$ cat src/rtl/fp_pkg.sv
// fp_pkg: shared IEEE-754 single-precision constants and the FSM state type
// for fp_dot_accumulator and mac_unit. No ports.
package fp_pkg;

  localparam int FP_W  = 32;
  localparam int EXP_W = 8;
  localparam int MAN_W = 23;

  localparam logic [FP_W-1:0]  FP_ZERO  = 32'h0000_0000;
  localparam logic [FP_W-1:0]  FP_QNAN  = 32'h7FC0_0000;
  localparam logic [EXP_W-1:0] EXP_ONES = 8'hFF;

  typedef enum logic [1:0] {
    IDLE  = 2'd0,
    ACCUM = 2'd1,
    DONE  = 2'd2
  } state_t;

endpackage

$ cat src/rtl/mac_unit.sv
// mac_unit: combinational fused single-precision y = a*b + acc, RNE, denormals flushed.
// Ports: a_i, b_i, acc_i (32b operands) -> y_o (32b result).
module mac_unit
  import fp_pkg::*;
(
  input  logic [FP_W-1:0] a_i,
  input  logic [FP_W-1:0] b_i,
  input  logic [FP_W-1:0] acc_i,
  output logic [FP_W-1:0] y_o
);

  // Right shift that folds every lost bit into the LSB (sticky).
  function automatic logic [51:0] shr_st(
    input logic [51:0] v,
    input logic [11:0] d
  );
    logic [51:0] m;
    if (d >= 12'd52) begin
      shr_st = {51'b0, |v};
    end else begin
      m      = (52'b1 << d) - 52'b1;
      shr_st = (v >> d) | {51'b0, |(v & m)};
    end
  endfunction

  logic              sa, sb, sc, sp, s;
  logic [EXP_W-1:0]  ea, eb, ec;
  logic [MAN_W-1:0]  fa, fb, fc;
  logic              a_nan, b_nan, c_nan;
  logic              a_inf, b_inf, c_inf;
  logic              a_zero, b_zero, c_zero;
  logic              p_inf, p_zero;
  logic [47:0]       mp, mc;
  logic signed [11:0] xp, xc, x, e;
  logic [11:0]       d, lz;
  logic [51:0]       pa, ca, r, n;
  logic [23:0]       man;
  logic [24:0]       man_r;
  logic [MAN_W-1:0]  frac;
  logic              rnd;
  logic [FP_W-1:0]   fin;

  always_comb begin
    {sa, ea, fa} = a_i;
    {sb, eb, fb} = b_i;
    {sc, ec, fc} = acc_i;
    a_zero = (ea == '0);
    b_zero = (eb == '0);
    c_zero = (ec == '0);
    a_inf  = (ea == EXP_ONES) && (fa == '0);
    b_inf  = (eb == EXP_ONES) && (fb == '0);
    c_inf  = (ec == EXP_ONES) && (fc == '0);
    a_nan  = (ea == EXP_ONES) && (fa != '0);
    b_nan  = (eb == EXP_ONES) && (fb != '0);
    c_nan  = (ec == EXP_ONES) && (fc != '0);
    sp     = sa ^ sb;
    p_inf  = a_inf | b_inf;
    p_zero = a_zero | b_zero;

    // Both significands carry LSB weight 2^(x-127-46).
    mp = {24'b0, 1'b1, fa} * {24'b0, 1'b1, fb};
    xp = $signed({4'b0, ea}) + $signed({4'b0, eb}) - 12'sd127;
    mc = c_zero ? 48'b0 : {1'b0, 1'b1, fc, 23'b0};
    xc = c_zero ? xp : $signed({4'b0, ec});

    pa = {1'b0, mp, 3'b0};
    ca = {1'b0, mc, 3'b0};
    if (xp >= xc) begin
      x  = xp;
      d  = 12'(xp - xc);
      ca = shr_st(ca, d);
    end else begin
      x  = xc;
      d  = 12'(xc - xp);
      pa = shr_st(pa, d);
    end

    if (sp == sc) begin
      r = pa + ca;
      s = sp;
    end else if (pa >= ca) begin
      r = pa - ca;
      s = sp;
    end else begin
      r = ca - pa;
      s = sc;
    end

    lz = 12'd0;
    for (int i = 0; i < 52; i++) begin
      if (r[i]) lz = 12'(i);
    end
    n     = r << (12'd51 - lz);
    man   = n[51:28];
    rnd   = n[27] & ((|n[26:0]) | man[0]);
    man_r = {1'b0, man} + {24'b0, rnd};
    e     = x + $signed(lz) - 12'sd49;
    if (man_r[24]) begin
      e    = e + 12'sd1;
      frac = man_r[23:1];
    end else begin
      frac = man_r[22:0];
    end

    if (r == '0)
      fin = FP_ZERO;
    else if (e >= 12'sd255)
      fin = {s, EXP_ONES, {MAN_W{1'b0}}};
    else if (e <= 12'sd0)
      fin = {s, {(FP_W-1){1'b0}}};
    else
      fin = {s, e[EXP_W-1:0], frac};

    if (a_nan | b_nan | c_nan | (p_inf & p_zero)
        | (p_inf & c_inf & (sp != sc)))
      y_o = FP_QNAN;
    else if (p_inf)
      y_o = {sp, EXP_ONES, {MAN_W{1'b0}}};
    else if (c_inf)
      y_o = acc_i;
    else if (p_zero)
      y_o = c_zero ? {sp & sc, {(FP_W-1){1'b0}}} : acc_i;
    else
      y_o = fin;
  end

endmodule

$ cat src/rtl/fp_dot_accumulator.sv
// fp_dot_accumulator: streams a/b pairs through mac_unit into acc_q, emits dot product.
// Ports: start, in_valid/in_ready/in_a/in_b/in_last, out_valid/out_ready/out_data/out_count,
// busy; optional out_special when FP_DOT_SPECIAL_DETECT_EN is defined.
module fp_dot_accumulator
  import fp_pkg::*;
#(
  parameter int VEC_LEN = 8,
  parameter int CNT_W   = $clog2(VEC_LEN + 1)
) (
  input  logic             clk,
  input  logic             rst,
  input  logic             start,
  input  logic             in_valid,
  output logic             in_ready,
  input  logic [FP_W-1:0]  in_a,
  input  logic [FP_W-1:0]  in_b,
  input  logic             in_last,
  output logic             out_valid,
  input  logic             out_ready,
  output logic [FP_W-1:0]  out_data,
  output logic [CNT_W-1:0] out_count,
  output logic             busy
`ifdef FP_DOT_SPECIAL_DETECT_EN
  ,
  output logic             out_special
`endif
);

  localparam logic [CNT_W-1:0] CNT_LAST = CNT_W'(VEC_LEN - 1);

  state_t           state_q;
  logic [FP_W-1:0]  acc_q, acc_d;
  logic [CNT_W-1:0] cnt_q;
  logic             in_ready_q, out_valid_q;
  logic             beat;

  mac_unit u_mac (
    .a_i   (in_a),
    .b_i   (in_b),
    .acc_i (acc_q),
    .y_o   (acc_d)
  );

  assign beat = in_valid && in_ready_q;

`ifdef FP_DOT_SPECIAL_DETECT_EN
  logic spec_q, spec_hit;
  assign spec_hit = (in_a[30:23] == EXP_ONES)
                  | (in_b[30:23] == EXP_ONES)
                  | (acc_d[30:23] == EXP_ONES);
  assign out_special = spec_q;

  always_ff @(posedge clk) begin
    if (rst)
      spec_q <= 1'b0;
    else if (state_q == IDLE && start)
      spec_q <= 1'b0;
    else if (state_q == ACCUM && beat)
      spec_q <= spec_q | spec_hit;
  end
`endif

  always_ff @(posedge clk) begin
    if (rst) begin
      state_q     <= IDLE;
      acc_q       <= FP_ZERO;
      cnt_q       <= '0;
      in_ready_q  <= 1'b0;
      out_valid_q <= 1'b0;
    end else begin
      unique case (state_q)
        IDLE: begin
          if (start) begin
            acc_q      <= FP_ZERO;
            cnt_q      <= '0;
            in_ready_q <= 1'b1;
            state_q    <= ACCUM;
          end
        end
        ACCUM: begin
          if (beat) begin
            acc_q <= acc_d;
            cnt_q <= cnt_q + CNT_W'(1);
            // Hitting VEC_LEN closes the vector even without in_last.
            if (in_last || cnt_q == CNT_LAST) begin
              in_ready_q  <= 1'b0;
              out_valid_q <= 1'b1;
              state_q     <= DONE;
            end
          end
        end
        DONE: begin
          if (out_ready) begin
            out_valid_q <= 1'b0;
            state_q     <= IDLE;
          end
        end
        default: begin
          in_ready_q  <= 1'b0;
          out_valid_q <= 1'b0;
          state_q     <= IDLE;
        end
      endcase
    end
  end

  assign in_ready  = in_ready_q;
  assign out_valid = out_valid_q;
  assign out_data  = acc_q;
  assign out_count = cnt_q;
  assign busy      = (state_q != IDLE);

endmodule

$ cat config.mk
export PLATFORM = sky130hd
export DESIGN_NAME = fp_dot_accumulator
export DESIGN_NICKNAME = d
export VERILOG_FILES = /design/src/rtl/fp_pkg.sv /design/src/rtl/mac_unit.sv /design/src/rtl/fp_dot_accumulator.sv
export SDC_FILE = /design/constraint.sdc
export NUM_CORES = 2
export LEC_CHECK = 0
export CAP_MARGIN = 20
export CORE_MARGIN = 2
export CORE_UTILIZATION = 40
export CTS_CLUSTER_SIZE = 24
export DETAILED_ROUTE_END_ITERATION = 7
export PLACE_DENSITY_LB_ADDON = 0.15
export SLEW_MARGIN = 15
export SYNTH_ARGS = -nofsm -noshare
export SYNTH_HDL_FRONTEND = slang
export SYNTH_SLANG_ARGS = --single-unit
$ cat constraint.sdc
create_clock -name clk -period 45.9 [get_ports clk]
set_input_delay 9.18 -clock clk [delete_from_list [all_inputs] [get_ports clk]]
set_output_delay 9.18 -clock clk [all_outputs]
set_load 0.05 [all_outputs]
* Yosys cells after proc, flatten, opt, wreduce, memory -nomap -nowiden
Cells that the tools add are included.
** Storage, ports and cells
- Register bits :: 40
- Output and inout port bits :: 39
** Cells by class
- $add $sub $neg :: 15
- $mul :: 1
- Magnitude comparators :: 6
- Equal/unequal tests :: 14
- Shifts and indexed selects :: 5
- Multiplexer cells :: 91
- Bitwise operators :: 19
- Reductions and logical operators :: 31
** Operators by type and width (count)
- $mux 52 :: 6
- $mux 32 :: 8
- $mux 6 :: 20
- $and 51x52->52 :: 2
- $or 52x1->52 :: 2
- $reduce_or 52->1 :: 2
- $shl 1x12->52 const A :: 2
- $shr 51x12->52 :: 2
- $sub 52x1->52 const B :: 2
- $sub 52x52->52 :: 2
- $reduce_or 48->1 :: 2
- $mux 5 :: 16
- $logic_not 23->1 :: 3
- $reduce_bool 23->1 :: 3
- $pmux 32 s2 :: 1
- $mux 31 :: 2
- $add 52x52->52 :: 1
- $ge 52x52->1 :: 1
- $logic_not 52->1 :: 1
- $shl 52x12->52 :: 1
- $mul 24x24->48 :: 1
- $mux 47 :: 1
- $mux 4 :: 10
- $mux 12 :: 3
- 42 further kinds :: 88

* Logic depth before layout (Yosys ltp)
- Depth after elaboration :: 82
- Gate-level depth with buffers :: 89

* Cells and area by module
From an unflattened synthesis, not the netlist that was laid out.
** Second synthesis, totals
- Cells, all modules :: 7164
- Area, all modules :: 50529.7 sq um
** By module, submodules not included
- mac_unit :: times used 1, cells an instance 6973, area each 48936.9 sq um
- fp_dot_accumulator :: times used 1, cells an instance 191, area each 1592.8 sq um

* Worst setup path after synthesis
Ideal clock, no wire load.
- Kind :: input -> register
- Start :: in in_a[22]
- End :: reg acc_q[23], in the netlist out_data[23]
- Setup time :: 0.117 ns
- Data arrival time :: 26.924 ns
- Required time :: 45.783 ns
- Slack :: 18.859 ns
- Cell stages on the path :: 84
- Path buffers :: 18
- Cells stage by stage :: clkbuf_1 > clkbuf_1 > nand2_1 > fa_1 > inv_1 > fa_1 > fa_1 > inv_1 > fa_1 > inv_1 > fa_1 > inv_1 > fa_1 > inv_1 > fa_1 > ha_1 > clkbuf_1 > a21oi_1 > [48 not listed] > buf_2 > buf_2 > buf_2 > buf_2 > a2bb2oi_1 > o21ai_0 > o21a_1 > mux4_2 > a221oi_1 > nor2b_1 > ha_1 > and3_2 > and4_1 > buf_4 > mux2i_1 > and2_1 > or4_1 > a22o_1
** Between the ends
- Word-level cells in the longest chain between the ends :: 77
- Elaborated cells on any way between the ends :: 102
- Classes of those cells :: 8 x add/sub; 1 x mul; 3 x order compare; 2 x eq/ne; 2 x shift; 65 x mux; 12 x bitwise; 9 x reduce/logical
** Ends and longest elaborated chain
- from (decl) :: line fp_dot_accumulator.sv:15 : input logic [FP_W-1:0] in_a,
- branches (longest 77 deep; another with $sub 52x52->52)
- to (signal assigned) :: line fp_dot_accumulator.sv:66 : acc_q <= FP_ZERO;
- to (signal assigned) :: line fp_dot_accumulator.sv:74 : acc_q <= FP_ZERO;
- to (signal assigned) :: line fp_dot_accumulator.sv:82 : acc_q <= acc_d;
- to (decl) :: line fp_dot_accumulator.sv:32 : logic [FP_W-1:0] acc_q, acc_d;
Several ways; the timed one is not identified. The select of a mux whose other input is x is not followed.
A chain may end at the register's enable or synchronous reset.

* Worst setup path in the final report
- Start :: in in_b[9]
- End :: reg acc_q[13], in the netlist out_data[13]
** Between the ends
- Word-level cells in the longest chain between the ends :: 77
- Elaborated cells on any way between the ends :: 103
- Classes of those cells :: 8 x add/sub; 1 x mul; 3 x order compare; 2 x eq/ne; 2 x shift; 66 x mux; 12 x bitwise; 9 x reduce/logical
** Ends and longest elaborated chain
- from (decl) :: line fp_dot_accumulator.sv:16 : input logic [FP_W-1:0] in_b,
- branches (longest 77 deep; another with $sub 52x52->52)
Several ways; the timed one is not identified. The select of a mux whose other input is x is not followed.

==> out/results.tsv <==
stage	metric	value	unit
floorplanning	start_util	40.3	%
timing	worstMarginPinSlew	1300	ps
yosys	yosysSeqAreaShare	1.63	%
clock_network	tritoncts	done	
timing	hold_violations	0	
routing	drc	0	
global_route	first_global_vias	53800	
clock_network	hold_buffers	0	
critical_path	slowest_delay	980	ps
critical_path	cp.required	46130	ps
yosys	synthTopCellsByArea	fa_1 (20%), ha_1 (9.4%), nand2_1 (6.4%)	
critical_path	setup.worst_path.start_class	input port	
global_route	grt_pass1_wl	375000	um
routing	totalWireLength	258000	um
critical_path	critPathMaxFanout	35	
yosys	syn_nets	7850	
yosys	synthCells	6927	
timing	fmax	30.2	MHz
finish	multi_input_comb_area	43500	sq um
clock_network	cts_resized	0	
global_route	overflow	0	
timing	fin_crit	33140	ps
clock_network	clock_path_buffers	2	
job	drv_cap	0	
timing	finalMaxSlewViolations	0	
routing	via_per_inst	6.71	
floorplanning	pin_count	109	
yosys	synth-edff-count	0	
finish	syn_to_final_growth	5.91	%
outcome	status	finished clean	
floorplanning	dieArea	125000	sq um
finish	fin_nets	7727	
finish	postLayoutCellArea	51900	sq um
yosys	synth_flop_cell	dfxtp_1	
finish	stdcell_count	8436	
timing	fin_worst_skew	9.88	ps
yosys	synth_commonest_cells	nand2_1 (836), inv_1 (798), nor2_1 (576), a21oi_1 (526), fa_1 (486)	
routing	routedWlPerCell	30.5	um
timing	setup_violations	0	
critical_path	crit_type	in2reg	
floorplanning	dieHeight	354	um
clock_network	cts_sinks	40	
yosys	async_reset_ff_share	0	%
clock_network	cts-root-buf	clkbuf_16	
floorplanning	rows	128	
clock_network	clk_pin_slew	70	ps
yosys	ys_types	140	
routing	firstDrtPassIters	8	
yosys	synth_area_leader_cell	fa_1	
floorplanning	coreArea	122000	sq um
critical_path	crit_slowest_cell	a2111oi_0	
yosys	syn_area_per_cell	7.08	sq um
global_route	grt_max_degree	72	
place	io_buffers	108	
yosys	syn_area	49000	sq um
yosys	ys_seq_elements	40	
finish	seqCellArea	801	sq um
finish	num-fill-cells	13000	
place	place_congestion	1.06	
floorplanning	die_w	354	um
routing	vias	56600	
finish	finish.utilization	42.7	%
clock_network	cts_made_buffers	5	
timing	timing.final.crit_share	72.2	%
routing	ant_nets	0	
timing	final.setup.tns	0	ps
yosys	yosysTopAreaCellShare	19.8	%
global_route	gr-usage-all-layers	39.7	%
yosys	yosys_warnings	0	
critical_path	crit_path_end_kind	flip-flop	
place	postPlaceCellArea	51700	sq um
timing	rsz0062_at_grt	false	
routing	drt_iter0_drc	8318	
worst_hold_path	worstHoldPathType	reg2reg	
clock_network	clk_latency	290	ps
place	place_inst	8418	
yosys	yosysMostFrequentCell	nand2_1	
clock_network	post-cts-setup-buffers	0	
place	hpwlAfterDp	208000	um
timing	slew_headroom	13.1	%
critical_path	crit_path_frequent_cell	o21ai_0	
global_route	antenna_found_initial	18	
finish	drive_above_1_share	5.83	%
critical_path	worstPathArrival	33370	ps
clock_network	cts_max_level	2	
[final timing paths]
kind	cells past startpoint	from	endpoint	slack, ps
setup / recovery	66	in_b[9]	out_data[13]	12760
hold / removal	2	out_valid	out_valid	490
setup reg to reg	58	out_data[27]	out_data[13]	25900
hold reg to reg	2	out_valid	out_valid	490
[per-stage QoR]
step | setup slack (ps) | hold WS, ps
2_1_floorplan | 18860 | 511
3_3_place_gp | 13650 | 472
3_5_place_dp | 13320 | 475
4_1_cts | 13580 | 494
5_1_grt | 11620 | 557
6_report | 12760 | 493
[metal layers]
metal	part of all wire [%]	routed length, um	track usage, %
met1	42	109000	56.4
met2	40	104000	56.8
met3	13	33100	11.0
met4	4.5	11600	14.6
met5	0.049	125	0
[sequential cells by signal (all words and copies together), names as in the netlist]
signal	count
out_data	32
out_count	4
state_q	2
in_ready	1
out_valid	1
[critical path: cells and delay by family]
kind	cells	cell delay [ps]
adders and majority gates	10	4720
AOI/OAI and AO/OA	31	11060
muxes	1	470
and+or+nand+nor	17	4710
buffers and inverters	7	3110
[area by class of cell]
class	count	share of cell area [%]
multi-input cells	5666	83.8
inverters	815	5.90
repair buffers	276	4.50
well taps	1625	3.92
flip-flops and latches	40	1.54
clock buffers	6	0.268
clock inverters	2	0.0289
diodes	6	0.0289
[cell families after synthesis]
kind of cell	after synthesis	share of synthesized area (%)
AOI/OAI and AO/OA	2064	29.0
xor gates and xnor gates	124	2.26
adders and majority gates	853	29.2
buffers and inverters	1221	10.0
DFF	40	1.63
muxes	131	3.44
and+or+nand+nor	2494	24.4
[cells in the final DEF, fill, tap and decap left out, drive strengths merged, types with 69 or more instances in the layout]
| master | n |
|---|---|
| nand2 | 838 |
| inv | 804 |
| nor2 | 580 |
| a21oi | 528 |
| fa | 486 |
| o21ai | 384 |
| ha | 367 |
| and2 | 247 |
| nand3 | 172 |
| buf | 166 |
| nor3 | 165 |
| nand4 | 108 |
| clkdlybuf4s50 | 107 |
| a21o | 92 |
| o211ai | 89 |
| a211oi | 86 |
| o21bai | 83 |
| xnor2 | 82 |
| nor4 | 80 |
| a31oi | 79 |
| mux2i | 78 |
| o31ai | 70 |
| and3 | 69 |
Power is not shown: default switching activity piles up to over one toggle a cycle in this logic, so the estimate is an artifact.
